## src/rtl/cycle_timer.sv

```systemverilog
// Loadable down-counter; done_c is high while the count sits at zero.
module cycle_timer #(
    parameter int unsigned W       = 32,
    parameter logic [W-1:0] RST_VAL = '0
) (
    input  logic         clk,
    input  logic         reset,
    input  logic         load,
    input  logic [W-1:0] value,
    output logic         done_c
);

    logic [W-1:0] count;

    always_ff @(posedge clk or negedge reset) begin
        if (!reset) begin
            count <= RST_VAL;
        end else if (load) begin
            count <= value;
        end else if (count != '0) begin
            count <= count - W'(1);
        end
    end

    assign done_c = (count == '0);

endmodule

```

## config.mk

```make
export PLATFORM = sky130hd
export DESIGN_NAME = cycle_timer
export DESIGN_NICKNAME = d
export VERILOG_FILES = /design/src/rtl/cycle_timer.sv
export SDC_FILE = /design/constraint.sdc
export NUM_CORES = 1
export LEC_CHECK = 0
export CAP_MARGIN = 15
export CORE_MARGIN = 2
export CORE_UTILIZATION = 30
export CTS_BUF_LIST = sky130_fd_sc_hd__clkbuf_4 sky130_fd_sc_hd__clkbuf_8
export DETAILED_ROUTE_END_ITERATION = 8
export PLACE_DENSITY = 0.58
export SLEW_MARGIN = 20
export SYNTH_ARGS = -nofsm -noshare
export SYNTH_HDL_FRONTEND = slang
export SYNTH_SLANG_ARGS = --single-unit
```

## constraint.sdc

```tcl
create_clock -name clk -period 2.6 [get_ports clk]
set_input_delay 0.26 -clock clk [delete_from_list [all_inputs] [get_ports clk]]
set_output_delay 0.26 -clock clk [all_outputs]
set_load 0.01 [all_outputs]
```

==> impl_results.md <==
- Worst Max-Slew Pin Slew: roughly 0.74 ns
- Core area: 0.00603 mm2
- Hold_buf cts: 0
- Max-Slew Margin vs Limit: around half
- Mapped Cells: 209
- Setup TNS: 0 ns
- Biggest registers after layout: count: 32 flops
- Worst path cell trace: nor3_1 > nand4_1 > nor3_4 > clkdlybuf4s50_1
- Critical path fanouts, max: 4
- Worst Setup Path Type: register to output port
- Crit path to: done_c
- Critical path data arrival time: about 2.2 ns
- Pins over their slew limit: 0
- CTS tree: yes
- Number of flip-flops in the largest register: 32
- Worst-case register-to-register setup slack: 0.33 ns
- Worst setup slack before clock tree synthesis: 0.275 ns
- Critical R2R Capture: count[28]
- Number of hold violations in the final report: 0
- First-pass GRT wire length: approximately 8200 um
- # IOs: 36
- Most used cells in the layout excluding fill and tap cells: sky130_fd_sc_hd__clkdlybuf4s50_1, sky130_fd_sc_hd__dfrtp_1, sky130_fd_sc_hd__nand2_1, sky130_fd_sc_hd__xnor2_1, sky130_fd_sc_hd__nor3_1
- Most frequent standard cell in the layout excluding fill and tap cells: sky130_fd_sc_hd__clkdlybuf4s50_1
- Crit end category: output port
- Post-synth design cell area: 0.00189 mm2
- Number of antenna violations at the first check in global routing: 0
- VDD IR max: 243 uV
- Cell types occupying the most area after synthesis: sky130_fd_sc_hd__dfrtp_1, sky130_fd_sc_hd__xnor2_1, sky130_fd_sc_hd__o31ai_1, sky130_fd_sc_hd__nand2_1, sky130_fd_sc_hd__nor3_1
- Max-cap viol count: 0
- Total routed wirelength: 4740 um
- Total routing resource utilization after global routing: 14.2%
- Dominant combinational cell family by area after synthesis: simple AND/OR/NAND/NOR gates
- Cell depth of the worst flop-to-flop path: 7
- Cell variety after synth: 37
- Synth Area in Compound Gates: 13.6%
- Number of synthesized register bits: 32
- Buffer levels on the longest clock path: 2
- Via density: 5.19
- # port buffers: 35
- Status: finished, final reports clean
- Crit path max-delay cell type: sky130_fd_sc_hd__clkdlybuf4s50_1
- Utilization of the core after routing: between 40% and 50%
- WP buf/inv: 1
- Routability Congestion: roughly 0.83
- Count of H-tree levels built during CTS: 2
- Unrepaired setup endpoints after global routing: false
- CTS buffer count: 5
- Die Footprint: 0.00696 mm2
- Power density cells: 514 mW/mm2
- Req. time, crit path: roughly 2.3 ns
- Multiplexer share of the synthesized area: 2.84%
- Sequential cell area fraction in the yosys report: 42.3%
- Cell type contributing the most total cell area after synthesis: sky130_fd_sc_hd__dfrtp_1
- Leakage Power: 0.913 nW
- Die X: 83.4 um
- DRC marker count from the first detailed-route iteration: 85
- Placement row count: 28
- Mean instance size in the synthesized netlist: around 9.1 um2
- Clk slew on worst S/H paths: roughly 0.070 ns
- Half-perimeter wire length of the detailed placement result: 3260 um
- Overflow after GRT: 0
- Nets: around 290
- TritonRoute pass-1 iters: 4
- Pin count of the biggest net entering global routing: 44
- Fraction of post-synthesis cell area in the top cell type by area: 42.3%
- Vias after detailed routing: approximately 1700
- Synth Net Count: 245
- Worst R2R Start: count[0]
- Clk Latency, worst-skew pair: roughly 0.28 ns
- Average routed wire per standard cell: 14.6 um
- Starting Density: 31.4%
- Critical path depth: 4
- YS warnings: 0
- Critical path's largest stage delay: ~0.57 ns
- Root buffer cell: sky130_fd_sc_hd__clkbuf_8
- Kind of cell adding the most delay to the critical path: simple AND/OR/NAND/NOR gates
- Diodes inserted: 0
- Clock skew: 0.00904 ns
- Biggest register: count
- Post-route DRC: 0
- Clk sink count: 32
- Post-synthesis share of cell area spent on xor and xnor gates: 10.6%
- Simple-gate area share of the yosys netlist: 27.4%
- Sum of internal, switching and leakage power: around 0.0013 W
- Number of global-route vias before repair: between 1500 and 2000
- Area overhead of the layout relative to synthesis: 29.1%
- CP Launch Point: count[29]
- Setup-violating endpoint count in the final report: 0
- Final clock period utilization by the worst path: 96.3%
- Number of antenna-violating nets in the routed design: 0
- Min setup slack post-route: between 0.09 and 0.1 ns
- Minimum clock period: 2.50 ns
- Startpoint Class: register
- Die boundary height: 83.4 um
- Share of post-route cells with drive strength above 1: between 10% and 20%
- Adder-Cell Fraction of Synth Area: less than 1%
- HP Class: primary input to async pin
- Fmax: between 300 and 400 MHz
==> worst min-delay path by stage <==
stage | startpoint | to | slack [ns] | cells after the start
floorplan | reset | count[0] | -0.04 | 0
global placement | count[9] | count[9] | 0.53 | 1
detailed placement | count[9] | count[9] | 0.54 | 1
CTS | reset | count[16] | 0.39 | 2
global route | reset | count[14] | 0.42 | 2
finish | reset | count[14] | 0.38 | 2
==> what timing repair did <==
| item | in CTS | in global routing |
|---|---|---|
| resized for setup | 1 | 1 |
| setup buffers | 0 | 2 |
| hold endpoints to repair | 0 | 0 |
| setup endpoints to repair | 1 | 1 |
| pin swaps | 0 | 3 |
==> per-stage QoR <==
stage	hold slack, ns	cells	instance area (um2)
final	0.384	325	2440
after global routing	0.417	325	2440
after CTS	0.393	323	2420
after detailed placement	0.540	315	2330
after global placement	0.525	315	2330
after floorplan	-0.0356	209	1890
==> area by class of cell <==
class                           count  area, um2
Timing Repair Buffer               41        390
Fill cell                         633       3580
Multi-Input combinational cell    165       1050
Clock inverter                      2       10.0
Inverter                            4       15.0
Sequential cell                    32        801
Tap cell                           75       93.8
Clock buffer                        6       82.6
==> synthesized netlist by cell type <==
cell type,number
sky130_fd_sc_hd__a21oi_1,3
sky130_fd_sc_hd__a221o_1,1
sky130_fd_sc_hd__a2bb2oi_1,1
sky130_fd_sc_hd__a31o_2,1
sky130_fd_sc_hd__a31oi_1,2
sky130_fd_sc_hd__and3b_1,1
sky130_fd_sc_hd__buf_2,2
sky130_fd_sc_hd__clkbuf_1,6
sky130_fd_sc_hd__dfrtp_1,32
sky130_fd_sc_hd__ha_1,1
sky130_fd_sc_hd__inv_1,4
sky130_fd_sc_hd__mux2_2,3
sky130_fd_sc_hd__mux2i_1,2
sky130_fd_sc_hd__nand2_1,29
sky130_fd_sc_hd__nand2b_1,2
sky130_fd_sc_hd__nand3_1,3
sky130_fd_sc_hd__nand3_2,1
sky130_fd_sc_hd__nand4_1,4
sky130_fd_sc_hd__nand4_2,1
sky130_fd_sc_hd__nand4b_1,1
sky130_fd_sc_hd__nor2_1,16
sky130_fd_sc_hd__nor2b_1,2
sky130_fd_sc_hd__nor3_1,18
sky130_fd_sc_hd__nor3_4,1
sky130_fd_sc_hd__nor3b_1,1
sky130_fd_sc_hd__nor4_1,7
sky130_fd_sc_hd__nor4_4,1
sky130_fd_sc_hd__o21ai_0,10
sky130_fd_sc_hd__o21ai_1,1
sky130_fd_sc_hd__o31a_1,2
sky130_fd_sc_hd__o31ai_1,15
sky130_fd_sc_hd__o41ai_1,2
sky130_fd_sc_hd__or2_2,3
sky130_fd_sc_hd__or3_1,4
sky130_fd_sc_hd__or4_1,3
sky130_fd_sc_hd__xnor2_1,20
sky130_fd_sc_hd__xor2_1,3
==> cell families after synthesis <==
kind of cell,Yosys count
XOR/XNOR,23
multiplexers,5
adder cells (fa/ha/maj),1
flip-flops,32
AND/OR/NAND/NOR,98
buffers and inverters,12
AO/OA/AOI/OAI,38
==> routing by layer <==
| layer | wire length [um] | vias to the layer above | global-route usage (%) |
|---|---|---|---|
| li1 | - | 840 | - |
| met1 | 2300 | 801 | 18.2 |
| met2 | 2180 | 40 | 23.5 |
| met3 | 211 | 7 | 3.78 |
| met4 | 51 | 0 | 4.40 |
| met5 | 0 | - | 0 |
==> where the power goes <==
part	leakage [nW]	switching [W]	total, W	internal, W
combinational	0.476	0.000112	0.000248	0.000136
clock	0.0510	0.000182	0.000393	0.000211
sequential	0.386	0.0000663	0.000616	0.000550
Power figures use the tool's default switching activity.
